===== src/rtl/dtb_rd_port.sv =====
// Bus-side read port for the device-tree ROM: sized single/burst reads with registered response beats.
// Optional DTB_ERR_EN adds rsp_err_o for out-of-range words and misaligned requests.
module dtb_rd_port #(
  parameter int unsigned ROM_WORDS = 240,
  parameter int unsigned AW        = 12,
  parameter int unsigned LW        = 4
) (
  input  logic            clk,
  input  logic            reset,
  input  logic            req_valid_i,
  output logic            req_ready_o,
  input  logic [AW-1:0]   req_addr_i,
  input  logic            req_size_i,
  input  logic [LW-1:0]   req_len_i,
  output logic            rsp_valid_o,
  input  logic            rsp_ready_i,
  output logic [63:0]     rsp_data_o,
  output logic            rsp_last_o,
`ifdef DTB_ERR_EN
  output logic            rsp_err_o,
`endif
  output logic [AW-4:0]   rom_addr_o,
  input  logic [63:0]     rom_data_i
);

  localparam int unsigned WIW = AW - 3;

  typedef enum logic [1:0] {S_IDLE, S_BURST, S_DRAIN} state_e;

  state_e          state_q, state_d;
  logic [AW-1:0]   cur_addr_q, cur_addr_d;
  logic            size_q, size_d;
  logic [LW-1:0]   beats_left_q, beats_left_d;
  logic            req_ready_q, req_ready_d;
  logic            rsp_valid_q, rsp_valid_d;
  logic [63:0]     rsp_data_q, rsp_data_d;
  logic            rsp_last_q, rsp_last_d;
  logic [WIW-1:0]  rom_addr_q, rom_addr_d;

  logic [AW-1:0]   iss_addr;
  logic            iss_size;
  logic [LW-1:0]   iss_left;
  logic            issue;
  logic [WIW-1:0]  iss_word;
  logic            iss_oor;
  logic [63:0]     word_data;
  logic [63:0]     beat_data;

`ifdef DTB_ERR_EN
  logic            mis_q, mis_d;
  logic            rsp_err_q, rsp_err_d;
  logic            iss_mis;
`else
  logic            addr_lsb_unused;
  assign addr_lsb_unused = ^req_addr_i[1:0];
`endif

  // Beat source: the request itself when accepting in IDLE, else the running burst cursor.
  always_comb begin
    iss_addr = cur_addr_q;
    iss_size = size_q;
    iss_left = beats_left_q;
    issue    = 1'b0;
`ifdef DTB_ERR_EN
    iss_mis  = mis_q;
`endif
    case (state_q)
      S_IDLE: begin
        iss_size = req_size_i;
        iss_addr = req_size_i ? {req_addr_i[AW-1:3], 3'b000} : {req_addr_i[AW-1:2], 2'b00};
        iss_left = req_len_i;
        issue    = req_valid_i;
`ifdef DTB_ERR_EN
        iss_mis  = req_size_i ? (req_addr_i[2:0] != 3'b000) : (req_addr_i[1:0] != 2'b00);
`endif
      end
      S_BURST: issue = !rsp_valid_q || rsp_ready_i;
      default: issue = 1'b0;
    endcase
  end

  assign iss_word   = iss_addr[AW-1:3];
  assign iss_oor    = 32'(iss_word) >= ROM_WORDS;
  assign word_data  = iss_oor ? 64'h0 : rom_data_i;
  assign beat_data  = iss_size ? word_data
                               : {32'h0, (iss_addr[2] ? word_data[63:32] : word_data[31:0])};
  assign rom_addr_o = (state_q == S_BURST || issue) ? iss_word : rom_addr_q;

  // Next-state and output-register update.
  always_comb begin
    state_d      = state_q;
    cur_addr_d   = cur_addr_q;
    size_d       = size_q;
    beats_left_d = beats_left_q;
    rsp_valid_d  = rsp_valid_q;
    rsp_data_d   = rsp_data_q;
    rsp_last_d   = rsp_last_q;
    rom_addr_d   = rom_addr_o;
`ifdef DTB_ERR_EN
    mis_d        = mis_q;
    rsp_err_d    = rsp_err_q;
`endif
    if (issue) begin
      rsp_valid_d  = 1'b1;
      rsp_data_d   = beat_data;
      rsp_last_d   = (iss_left == '0);
      cur_addr_d   = iss_addr + (iss_size ? AW'(8) : AW'(4));
      size_d       = iss_size;
      beats_left_d = iss_left - LW'(1);
      state_d      = (iss_left == '0) ? S_DRAIN : S_BURST;
`ifdef DTB_ERR_EN
      mis_d        = iss_mis;
      rsp_err_d    = iss_oor || iss_mis;
`endif
    end else if (state_q == S_DRAIN && rsp_ready_i) begin
      rsp_valid_d = 1'b0;
      state_d     = S_IDLE;
    end
    req_ready_d = (state_d == S_IDLE);
  end

  always_ff @(posedge clk or posedge reset) begin
    if (reset) begin
      state_q      <= S_IDLE;
      cur_addr_q   <= '0;
      size_q       <= 1'b0;
      beats_left_q <= '0;
      req_ready_q  <= 1'b1;
      rsp_valid_q  <= 1'b0;
      rsp_data_q   <= '0;
      rsp_last_q   <= 1'b0;
      rom_addr_q   <= '0;
`ifdef DTB_ERR_EN
      mis_q        <= 1'b0;
      rsp_err_q    <= 1'b0;
`endif
    end else begin
      state_q      <= state_d;
      cur_addr_q   <= cur_addr_d;
      size_q       <= size_d;
      beats_left_q <= beats_left_d;
      req_ready_q  <= req_ready_d;
      rsp_valid_q  <= rsp_valid_d;
      rsp_data_q   <= rsp_data_d;
      rsp_last_q   <= rsp_last_d;
      rom_addr_q   <= rom_addr_d;
`ifdef DTB_ERR_EN
      mis_q        <= mis_d;
      rsp_err_q    <= rsp_err_d;
`endif
    end
  end

  assign req_ready_o = req_ready_q;
  assign rsp_valid_o = rsp_valid_q;
  assign rsp_data_o  = rsp_data_q;
  assign rsp_last_o  = rsp_last_q;
`ifdef DTB_ERR_EN
  assign rsp_err_o   = rsp_err_q;
`endif

endmodule


===== config.mk =====
export PLATFORM = sky130hd
export DESIGN_NAME = dtb_rd_port
export DESIGN_NICKNAME = d
export VERILOG_FILES = /design/src/rtl/dtb_rd_port.sv
export SDC_FILE = /design/constraint.sdc
export NUM_CORES = 1
export LEC_CHECK = 0
export ABC_AREA = 1
export BUFFER_PORTS_ARGS = -buffer_cell sky130_fd_sc_hd__buf_4
export CORE_MARGIN = 2
export CORE_UTILIZATION = 25
export DETAILED_ROUTE_END_ITERATION = 8
export HOLD_SLACK_MARGIN = 0.05
export PLACE_DENSITY = 0.47
export SLEW_MARGIN = 20
export SYNTH_ARGS = -nofsm -noshare
export SYNTH_HDL_FRONTEND = slang
export SYNTH_SLANG_ARGS = --single-unit

===== constraint.sdc =====
create_clock -name clk -period 2.8 [get_ports clk]
set_input_delay 0.14 -clock clk [delete_from_list [all_inputs] [get_ports clk]]
set_output_delay 0.14 -clock clk [all_outputs]
set_load 0.01 [all_outputs]

==> key figures <==
Yosys
  – Ys async rst share: between 90% and 100%
  – Synth Register Bits: a little over 90
  – Syn_area_per_cell: roughly 7.9 um^2
  – Mux cell area share after synthesis: 0%
  – Ys Warns: 0
  – Simple-Gate Fraction of Synth Area: 25.8%
  – Compound-Gate Fraction of Synth Area: approximately 11%
  – Main synth FF type: dfrtp_1
  – Synth Area in Adders: under 10%
  – Largest family of logic cells by synthesized area: simple AND/OR/NAND/NOR gates
  – Mapped Area: 4420 um^2
  – Cells after Synth: ~560
  – Post-synth net total: 650
  – Number of synthesized flops with an enable pin: 0
  – Sequential fraction of the synthesis area: 52.7%
  – Unique cell type count in the Yosys netlist: 25
  – Xor-xnor portion of the synthesized cell area: 0.397%

Worst setup path
  – Reg2reg setup slack: ~0.47 ns
  – CP Launch Type: register
  – CP delay by family, top: buffers and inverters
  – CP Class: register to output pin
  – Slowest cell on crit path: dfrtp_1
  – CP required: between 2 and 3 ns
  – Worst Setup End Kind: output pin
  – CP Max Fanout: 16
  – CP bufs+invs: 3
  – CP Cell Sequence: nor2_4, buf_4, nand2_1, o21ai_0, inv_2, o21ai_0, buf_4
  – Worst Path Arrival: ~2.3 ns
  – Crit-path max cell delay: about 0.44 ns

Layout
  – Antenna fix cells: 0
  – Share of layout cells above drive strength 1: a little over a quarter
  – Area Overhead vs Synth: 43.3%
  – Most frequent cells in the layout: nand2_1 (250), buf_4 (163), dfrtp_1 (92), inv_1 (59), o21ai_0 (49)
  – Fin nets: 820
  – Fin util: 36.6%
  – Leading cell type in the layout, fill and taps excluded: nand2_1

Clock network
  – Sink Count: 93
  – Latest clock arrival within the worst-skew pair: ~0.35 ns
  – CTS tree: done
  – CTS buffer count: 9
  – Root buffer cell: clkbuf_16
  – H-tree depth: 3
  – Max clock buf depth: 2
  – Clk pin slew, worst setup/hold paths: 0.07 ns
  – Setup Fix Bufs, Post-CTS: 0

Floorplan
  – Ports: 161
  – Die Height: between 100 and 150 um
  – # rows: 48
  – Starting Density: between 20% and 30%
  – Core area: between 15000 and 20000 um^2
  – Die width: 137 um
  – Die area: between 15000 and 20000 um^2

Power and ir drop
  – Max VDD drop: between 400 and 500 uV
  – P_leak: approximately 3.5 nW
  – Cell Pwr Density: about 1100 nW/um^2

STA
  – Final hold violation count: 0
  – Peak Freq: 406 MHz
  – Fin. max-slew vios: 0
  – Slew headroom: 44.1%
  – Worst slew pin tran: approximately 0.84 ns
  – Fin Setup TNS: 0 ns
  – RSZ-0062 raised after global routing: no
  – Post-layout minimum cycle time: ~2.5 ns
  – Final period util: 87.9%
  – WHS: 0.0647 ns
  – Worst Skew: around 0.012 ns
  – Setup violators final: 0

Global route
  – Vias in the first global route: 4180
  – First-pass GRT wire length: 21000 um
  – GRT Resource Usage Total: approximately 14%
  – Antenna violations before repair: 0
  – Grt total ovfl: 0
  – Largest net degree at the start of global routing: 78

Routing
  – Vias per cell: 4.28
  – Routed length per placed instance: 13.4 um
  – Drt pass-1 iters: 4
  – Antenna Violating Nets Remaining: 0
  – Detailed Route WL: between 10000 and 15000 um
  – Via count: about 4.1k
  – DRC: 0
  – DRT iter0 DRCs: about 200

Run status
  – Status: finished, final reports clean

Job
  – MaxCap Viol Count: 0

Worst hold path
  – Worst hold path type: input port to register

Placement
  – IO Port Bufs: between 150 and 200
  – Dpl hpwl: 8710 um
  – GP Congestion: a little under 0.8
==> worst register-to-register path, delay by kind of cell (launching register included) <==
family                   cells  cell delay, ns
AO/OA/AOI/OAI                1            0.19
flip-flops                   1            0.44
buffers and inverters        1            0.16
adder cells (fa/ha/maj)      1            0.31
AND/OR/NAND/NOR              9            1.11
==> state kept, by name, summed over array words and instances, names as in the netlist <==
signal	cells
rsp_last_o	1
size_q	1
cur_addr_q	10
rsp_data_o	64
req_ready_o	1
state_q	2
rom_addr_q	9
beats_left_q	4
rsp_valid_o	1
==> metrics by stage <==
stage               instances  power, mW  worst slack, ns  cell area, um^2
floorplan                 561       4.24            0.241             4420
global placement          925       5.47            0.494             5780
detailed placement        925       5.53            0.473             5780
CTS                       961       7.04            0.164             6330
global route              961       7.55           0.0806             6330
finish                    961       6.92            0.339             6330
==> per-layer routing <==
metal | share of wire (%) | global-route usage [%] | vias up | wire [um]
met5 | 0 | 0 | - | 0
met4 | 0.58 | 2.63 | 0 | 75
met3 | 8.4 | 6.19 | 6 | 1070
met2 | 46 | 23.7 | 120 | 5940
met1 | 45 | 17.5 | 1917 | 5760
li1 | - | - | 2067 | -
==> power by group <==
group / leakage [nW] / switching, mW / total [mW] / internal [mW]
Clock: 0.165 / 0.540 / 1.44 / 0.896
Sequential: 1.20 / 0.290 / 2.18 / 1.89
Combinational: 2.09 / 2.01 / 3.30 / 1.29
Total: 3.45 / 2.84 / 6.92 / 4.08
==> final timing paths <==
| path | cells past startpoint | start | end |
|---|---|---|---|
| hold / removal | 3 | rom_data_i[46] | rsp_data_o[46] |
| hold reg to reg | 2 | size_q | size_q |
| max in group asynchronous | 4 | reset | req_ready_o |
| setup reg to reg | 12 | state_q[1] | cur_addr_q[9] |
| setup / recovery | 7 | state_q[1] | rom_addr_o[5] |
| min in group asynchronous | 3 | reset | rsp_data_o[42] |
==> timing repair <==
action	4_1_cts	5_1_grt
hold buffers	20	0
hold endpoints to repair	65	0
resized for setup	0	1
setup endpoints to repair	0	5
==> area by class of cell <==
class / instances / area (um^2)
Multi-Input combinational cell: 381 / 1690
Clock inverter: 6 / 110
Inverter: 62 / 235
Tap cell: 225 / 282
Fill cell: 1806 / 11000
Timing Repair Buffer: 184 / 1440
Clock buffer: 10 / 239
Sequential cell: 93 / 2330
==> kinds of logic after synthesis <==
family | after synthesis
buffers and inverters | 87
adder cells (fa/ha/maj) | 4
AND/OR/NAND/NOR | 283
XOR/XNOR | 2
AO/OA/AOI/OAI | 92
flip-flops | 93
==> synthesized netlist by cell type, types with 2 or more instances <==
master	number	area (um^2)
nor2_2	2	12.5
buf_2	8	40.0
o21ai_0	49	245
nor2_4	2	22.5
clkbuf_1	9	33.8
ha_1	3	37.5
xor2_1	2	17.5
o22ai_1	2	12.5
nand2_2	4	25.0
o21ai_1	36	180
inv_1	61	229
nand3_1	13	65.1
nor3_4	2	32.5
nand2_1	250	938
o21ai_2	2	17.5
nor2_1	9	33.8
buf_6	8	90.1
dfrtp_1	92	2300
No activity file was read; power rests on OpenSTA's default activity.
